**config.mk**
```make
export PLATFORM = sky130hd
export DESIGN_NAME = dfe_coef_loader
export DESIGN_NICKNAME = d
export VERILOG_FILES = /design/src/rtl/rx_cfg_pkg.sv /design/src/rtl/rd_lat_pipe.sv /design/src/rtl/dfe_coef_loader.sv
export SDC_FILE = /design/constraint.sdc
export NUM_CORES = 1
export LEC_CHECK = 0
export BUFFER_PORTS_ARGS = -buffer_cell sky130_fd_sc_hd__buf_2
export CORE_UTILIZATION = 25
export DETAILED_ROUTE_END_ITERATION = 8
export PLACE_DENSITY_LB_ADDON = 0.08
export RECOVER_POWER = 25
export REMOVE_ABC_BUFFERS = 1
export SETUP_SLACK_MARGIN = 0.5
export SYNTH_ARGS = -nofsm -noshare
export SYNTH_HDL_FRONTEND = slang
export SYNTH_HIERARCHICAL = 1
export SYNTH_SLANG_ARGS = --single-unit
```
**constraint.sdc**
```tcl
create_clock -name clk -period 3.15 [get_ports clk]
set_clock_uncertainty 0.1 [all_clocks]
set_input_delay 0.1575 -clock clk [delete_from_list [all_inputs] [get_ports clk]]
set_output_delay 0.1575 -clock clk [all_outputs]
set_load 0.03 [all_outputs]
```
**src/rtl/rx_cfg_pkg.sv**
```systemverilog
// Shared types and constants for the receiver configuration path.
package rx_cfg_pkg;

  // Width of one on-chip memory word.
  localparam int OCM_WORD_W = 64;

  // Field positions inside a pulse-response word.
  localparam int COEF_M_HI = 31;
  localparam int COEF_M_LO = 16;
  localparam int COEF_Y_HI = 15;
  localparam int COEF_Y_LO = 0;

  // Coefficient loader sequencing.
  typedef enum logic [2:0] {
    S_IDLE,
    S_READ,
    S_DRAIN,
    S_TRAIL,
    S_WAIT_DONE,
    S_LOADED,
    S_ERROR
  } loader_state_t;

endpackage

```
**src/rtl/rd_lat_pipe.sv**
```systemverilog
// Valid + index delay line matching a fixed-latency memory read.
// The entry leaving the last stage lines up with the read data it tags.
module rd_lat_pipe #(
  parameter int DEPTH = 1,
  parameter int IDX_W = 8
) (
  input  logic             clk,
  input  logic             rst,
  input  logic             in_valid_i,
  input  logic [IDX_W-1:0] in_idx_i,
  output logic             out_valid_o,
  output logic [IDX_W-1:0] out_idx_o,
  output logic             any_valid_o
);

  logic [DEPTH-1:0] vld_q;
  logic [IDX_W-1:0] idx_q [DEPTH];

  // Shift the issued read tags one stage per cycle.
  always_ff @(posedge clk or posedge rst) begin
    if (rst) begin
      vld_q <= '0;
      for (int i = 0; i < DEPTH; i++) begin
        idx_q[i] <= '0;
      end
    end else begin
      vld_q[0] <= in_valid_i;
      idx_q[0] <= in_idx_i;
      for (int i = 1; i < DEPTH; i++) begin
        vld_q[i] <= vld_q[i-1];
        idx_q[i] <= idx_q[i-1];
      end
    end
  end

  assign out_valid_o = vld_q[DEPTH-1];
  assign out_idx_o   = idx_q[DEPTH-1];
  assign any_valid_o = |vld_q;

endmodule

```
**src/rtl/dfe_coef_loader.sv**
```systemverilog
// Streams pulse-response coefficients from on-chip memory into the DFE
// load port, pads with trailer beats, then waits for the DFE to confirm.
module dfe_coef_loader
  import rx_cfg_pkg::*;
#(
  parameter int PULSE_RESPONSE_LENGTH = 5,
  parameter int RD_LATENCY            = 1,
  parameter int BASE_ADDR             = 0,
  parameter int ADDR_WIDTH            = 10,
  parameter int TRAILER_BEATS         = 2,
  parameter int TIMEOUT_CYCLES        = 1024
) (
  input  logic                  clk,
  input  logic                  rst,
  input  logic                  start,
  output logic                  ocm_rd_en,
  output logic [ADDR_WIDTH-1:0] ocm_addr,
  input  logic [OCM_WORD_W-1:0] ocm_rdata,
  output logic                  load_mem,
  output logic [7:0]            location,
  output logic [OCM_WORD_W-1:0] mem_data,
  input  logic                  done_wait,
  output logic                  busy,
  output logic                  loaded,
  output logic                  timeout_err
);

  localparam int TMO_W = $clog2(TIMEOUT_CYCLES) + 1;
  localparam int TRL_W = $clog2(TRAILER_BEATS + 1) + 1;

  localparam logic [7:0]            LAST_IDX = 8'(PULSE_RESPONSE_LENGTH - 1);
  localparam logic [ADDR_WIDTH-1:0] BASE_A   = ADDR_WIDTH'(BASE_ADDR);
  localparam logic [TMO_W-1:0]      TMO_LAST = TMO_W'(TIMEOUT_CYCLES - 1);
  localparam logic [TRL_W-1:0]      TRL_LAST = TRL_W'(TRAILER_BEATS);

  loader_state_t             state_q;
  logic                      rd_en_q;
  logic [ADDR_WIDTH-1:0]     addr_q;
  logic [7:0]                rd_idx_q;
  logic                      load_mem_q;
  logic [7:0]                location_q;
  logic [OCM_WORD_W-1:0]     mem_data_q;
  logic                      busy_q;
  logic                      loaded_q;
  logic                      timeout_err_q;
  logic [TMO_W-1:0]          tmo_cnt_q;
  logic [TRL_W-1:0]          trail_cnt_q;

  logic                      pipe_vld;
  logic [7:0]                pipe_idx;
  logic                      pipe_any;

  rd_lat_pipe #(
    .DEPTH (RD_LATENCY),
    .IDX_W (8)
  ) u_rd_lat_pipe (
    .clk         (clk),
    .rst         (rst),
    .in_valid_i  (rd_en_q),
    .in_idx_i    (rd_idx_q),
    .out_valid_o (pipe_vld),
    .out_idx_o   (pipe_idx),
    .any_valid_o (pipe_any)
  );

  // Sequencer plus registered return path; trailer beats reuse the held
  // location/data so the DFE sees an idempotent rewrite of the last word.
  always_ff @(posedge clk or posedge rst) begin
    if (rst) begin
      state_q       <= S_IDLE;
      rd_en_q       <= 1'b0;
      addr_q        <= '0;
      rd_idx_q      <= '0;
      load_mem_q    <= 1'b0;
      location_q    <= '0;
      mem_data_q    <= '0;
      busy_q        <= 1'b0;
      loaded_q      <= 1'b0;
      timeout_err_q <= 1'b0;
      tmo_cnt_q     <= '0;
      trail_cnt_q   <= '0;
    end else begin
      load_mem_q <= pipe_vld;
      if (pipe_vld) begin
        location_q <= pipe_idx;
        mem_data_q <= ocm_rdata;
      end

      unique case (state_q)
        S_IDLE, S_LOADED, S_ERROR: begin
          if (start) begin
            state_q       <= S_READ;
            busy_q        <= 1'b1;
            loaded_q      <= 1'b0;
            timeout_err_q <= 1'b0;
            rd_en_q       <= 1'b1;
            addr_q        <= BASE_A;
            rd_idx_q      <= '0;
            trail_cnt_q   <= '0;
            tmo_cnt_q     <= '0;
          end
        end
        S_READ: begin
          if (rd_idx_q == LAST_IDX) begin
            rd_en_q <= 1'b0;
            state_q <= S_DRAIN;
          end else begin
            rd_idx_q <= rd_idx_q + 8'd1;
            addr_q   <= addr_q + ADDR_WIDTH'(1);
          end
        end
        S_DRAIN: begin
          // Pipe empty means the last real beat is on the output this cycle.
          if (!pipe_any) begin
            if (TRAILER_BEATS == 0) begin
              state_q   <= S_WAIT_DONE;
              tmo_cnt_q <= '0;
            end else begin
              state_q     <= S_TRAIL;
              load_mem_q  <= 1'b1;
              trail_cnt_q <= TRL_W'(1);
            end
          end
        end
        S_TRAIL: begin
          if (trail_cnt_q == TRL_LAST) begin
            state_q   <= S_WAIT_DONE;
            tmo_cnt_q <= '0;
          end else begin
            load_mem_q  <= 1'b1;
            trail_cnt_q <= trail_cnt_q + TRL_W'(1);
          end
        end
        S_WAIT_DONE: begin
          if (done_wait) begin
            state_q  <= S_LOADED;
            loaded_q <= 1'b1;
            busy_q   <= 1'b0;
          end else if (tmo_cnt_q == TMO_LAST) begin
            state_q       <= S_ERROR;
            timeout_err_q <= 1'b1;
            busy_q        <= 1'b0;
          end else begin
            tmo_cnt_q <= tmo_cnt_q + TMO_W'(1);
          end
        end
        default: state_q <= S_IDLE;
      endcase
    end
  end

  assign ocm_rd_en   = rd_en_q;
  assign ocm_addr    = addr_q;
  assign load_mem    = load_mem_q;
  assign location    = location_q;
  assign mem_data    = mem_data_q;
  assign busy        = busy_q;
  assign loaded      = loaded_q;
  assign timeout_err = timeout_err_q;

endmodule

```
==> metrics.cfg <==
[clock_network]
h-tree-depth=4
insertion_delay_ns=0.41
cts-resized-gates=0
cts_tree=built
cts-root-buf=clkbuf_16
clk_path_buf_depth=2
numCtsBuffers=17
clk_pin_slew_ns=0.06
cts.sinks=121

[routing]
drc=0
ant_nets=0
wl_mm=13.31
first_pass_iters=6
routed_via_density=4.415
detail_route.wl_per_cell_microns=14.48
drtIter0Drc=214
num_vias=4057

[worst_setup_path]
worstPathArrival_ns=2.55
reg2reg_to=trail_cnt_q[2]$_DFFE_PP0P_
start_kind=flop
crit_path_end=trail_cnt_q[2]$_DFFE_PP0P_
r2r_start=state_q[0]$_DFFE_PP0P_
r2r_cells=4
crit_fanout=21
path_class=flop to flop
crit_start=state_q[0]$_DFFE_PP0P_
end_kind=flop
worstPathRequired_ns=3.35
reg2reg_slack_ns=0.80

[floorplanning]
initial_core_util=0.2556
core_area_sq_um=20300
rows=52
die_x_microns=146.1
die-area_sq_um=21340
die_h_microns=146.1
top_level_ports=155

[power_and_ir_drop]
p_total_mw=5.893
ir_worst_vdd_uv=338.6
power-per-cell-area_nw_per_um2=780.2
power.switching_mw=2.033
seq_power_share=0.347
power_leakage_nw=3.475
pwr-share-clk=0.353
p_sw_frac=0.3450
comb_power_share=0.300
p_int_mw=3.860

[synthesis]
ys_seq_elements=121
synth-adder-area-share=0.01833
synthArstFlopShare=1.000
yosys_warnings=6
syn_avg_cell_area_sq_um=12.72
synth-compound-area-share=0.07837
synth_top_family_by_area=multiplexers
synth.distinct_cells=54
syn_area_sq_um=5189
synth_ff_type=dfrtp_1
synthMuxAreaShare=0.1647
synth_xor_area_frac=0.02194
synth_edf_count=0
synthCells=408
ys_seq_area_frac=0.5836
synth_simple_gate_area_frac=0.1109

[place]
dpl.cell_count=822
dp_hpwl_mm=8.896
routabilityCongestion=0.8040
io_buffer_count=154

[timing]
fin_crit_sh=0.7465
setup_viol=0
setup_tns_ns=0
finalHoldViolations=0
maxSlewHeadroom=0.1419
worstMarginPinSlew_ns=1.285
grt_setup_unrepaired=false
min_period_ns=2.351
fmax_mhz=425.3
drv_slew=0

[finish]
drive_above_1_share=0.4083
nets=712
diodes=0
nFillCells=2015
synthToLayoutAreaGrowth_pct=45.58
final_common_cell=buf_2
final_cell_mix=buf_2, dfrtp_1, mux2_2
fin_cells=919

[flow_run]
maxCapViolations=0

[global_route]
grt_max_degree=75
antenna_found_initial=0
grt_pass1_wl_mm=22.25
gr-total-overflow=0
grtUsageTotal=0.1331
grt_pass1_vias=4303

[run_status]
status=finished clean

[hold_path]
hold_class=primary input to async pin

## metal layers
layer / part of all wire / vias up / track usage
li1: - / 1934 / -
met1: 0.47 / 1954 / 0.1675
met2: 0.45 / 154 / 0.2146
met3: 0.062 / 15 / 0.03906
met4: 0.015 / 0 / 0.05313
met5: 0 / - / 0
## through the flow
| stage | utilization | worst slack, ns | instance area [sq um] | hold WS, ns |
|---|---|---|---|---|
| after CTS | 0.3729 | 0.7956 | 7570 | 0.1888 |
| after global placement | 0.3092 | 0.8770 | 6276 | 0.06179 |
| after floorplan | - | -0.06651 | 5111 | -0.1146 |
| final | 0.3721 | 0.7987 | 7553 | 0.1638 |
| after global routing | 0.3721 | 0.5865 | 7553 | 0.2192 |
| after detailed placement | 0.3092 | 0.8152 | 6276 | 0.08512 |
## worst max-delay path, stage by stage, from the launching register on
cell and delay, ns:
dfrtp_1 0.77, nor2_1 0.24, a221o_1 0.48, or3_1 0.40
a22o_1 0.24
## cell usage after synthesis, drive strengths merged, types with 2 or more instances
library cell / number / area [sq um]
o21ai: 17 / 85.08
a21o: 2 / 15.01
nand3b: 2 / 27.53
nand2b: 6 / 37.54
ha: 6 / 75.07
nand4: 4 / 25.02
nor4b: 3 / 26.28
mux2: 75 / 844.6
a21oi: 14 / 70.07
dfrtp: 121 / 3028
nand2: 12 / 47.55
buf: 7 / 40.03
xnor2: 12 / 105.1
nor2: 31 / 116.4
clkbuf: 10 / 37.54
a22o: 5 / 43.79
nand3: 11 / 55.05
and3: 4 / 25.02
nor3: 7 / 35.03
nor3b: 4 / 30.03
nor2b: 3 / 18.77
o21a: 3 / 22.52
inv: 10 / 37.54
nor4: 5 / 37.53
or4: 2 / 15.01
nand4b: 2 / 17.52
o211ai: 2 / 15.01
o41ai: 3 / 33.79
a31oi: 5 / 31.28
## flip-flops by register name, indices dropped and copies added, names as in the netlist
signal	cells
load_mem	1
location	8
u_rd_lat_pipe/any_valid_o	1
trail_cnt_q	3
state_q	3
busy	1
rd_idx_q	8
u_rd_lat_pipe/out_idx_o	8
timeout_err	1
mem_data	64
ocm_rd_en	1
tmo_cnt_q	11
ocm_addr	10
loaded	1
## worst min path at each step
| stage | to | start | slack (ns) | cells past startpoint |
|---|---|---|---|---|
| final | u_rd_lat_pipe/out_idx_o[6]$_DFF_PP0_ | rst | 0.16 | 3 |
| after global routing | u_rd_lat_pipe/out_idx_o[5]$_DFF_PP0_ | rst | 0.22 | 3 |
| after CTS | u_rd_lat_pipe/out_idx_o[6]$_DFF_PP0_ | rst | 0.19 | 3 |
| after detailed placement | u_rd_lat_pipe/out_idx_o[6]$_DFF_PP0_ | rst | 0.09 | 2 |
| after global placement | u_rd_lat_pipe/out_idx_o[6]$_DFF_PP0_ | rst | 0.06 | 2 |
| after floorplan | u_rd_lat_pipe/any_valid_o$_DFF_PP0_ | rst | -0.11 | 1 |
## cells by family after synthesis
kind of cell,after synthesis
fa+ha+maj,7
flops,121
buf+inv,27
compound gates,61
mux,76
xor+xnor,13
simple gates,103
## power by group through the flow
stage	sequential [mW]	clock (mW)	combinational (mW)
2_1_floorplan	2.44	0	0.811
3_3_place_gp	2.07	0	1.72
3_5_place_dp	2.08	0	1.73
4_1_cts	2.05	2.15	1.80
5_1_grt	2.10	2.23	1.92
6_report	2.05	2.08	1.77
## final cells by class
cell class	count	area, sq um	share of cell area
well taps	270	337.8	0.04472
repair buffers	227	1470	0.1946
clock buffers	18	439.2	0.05814
inverters	10	37.54	0.004969
flip-flops and latches	121	3029	0.4010
multi-input cells	260	2046	0.2708
clock inverters	13	193.9	0.02568
## repair_timing
item,CTS,global route
setup endpoints to repair,0,0
hold endpoints to repair,128,0
hold buffers,66,0
setup buffers,0,0
Note: power is estimated with default switching activity, not from simulation.
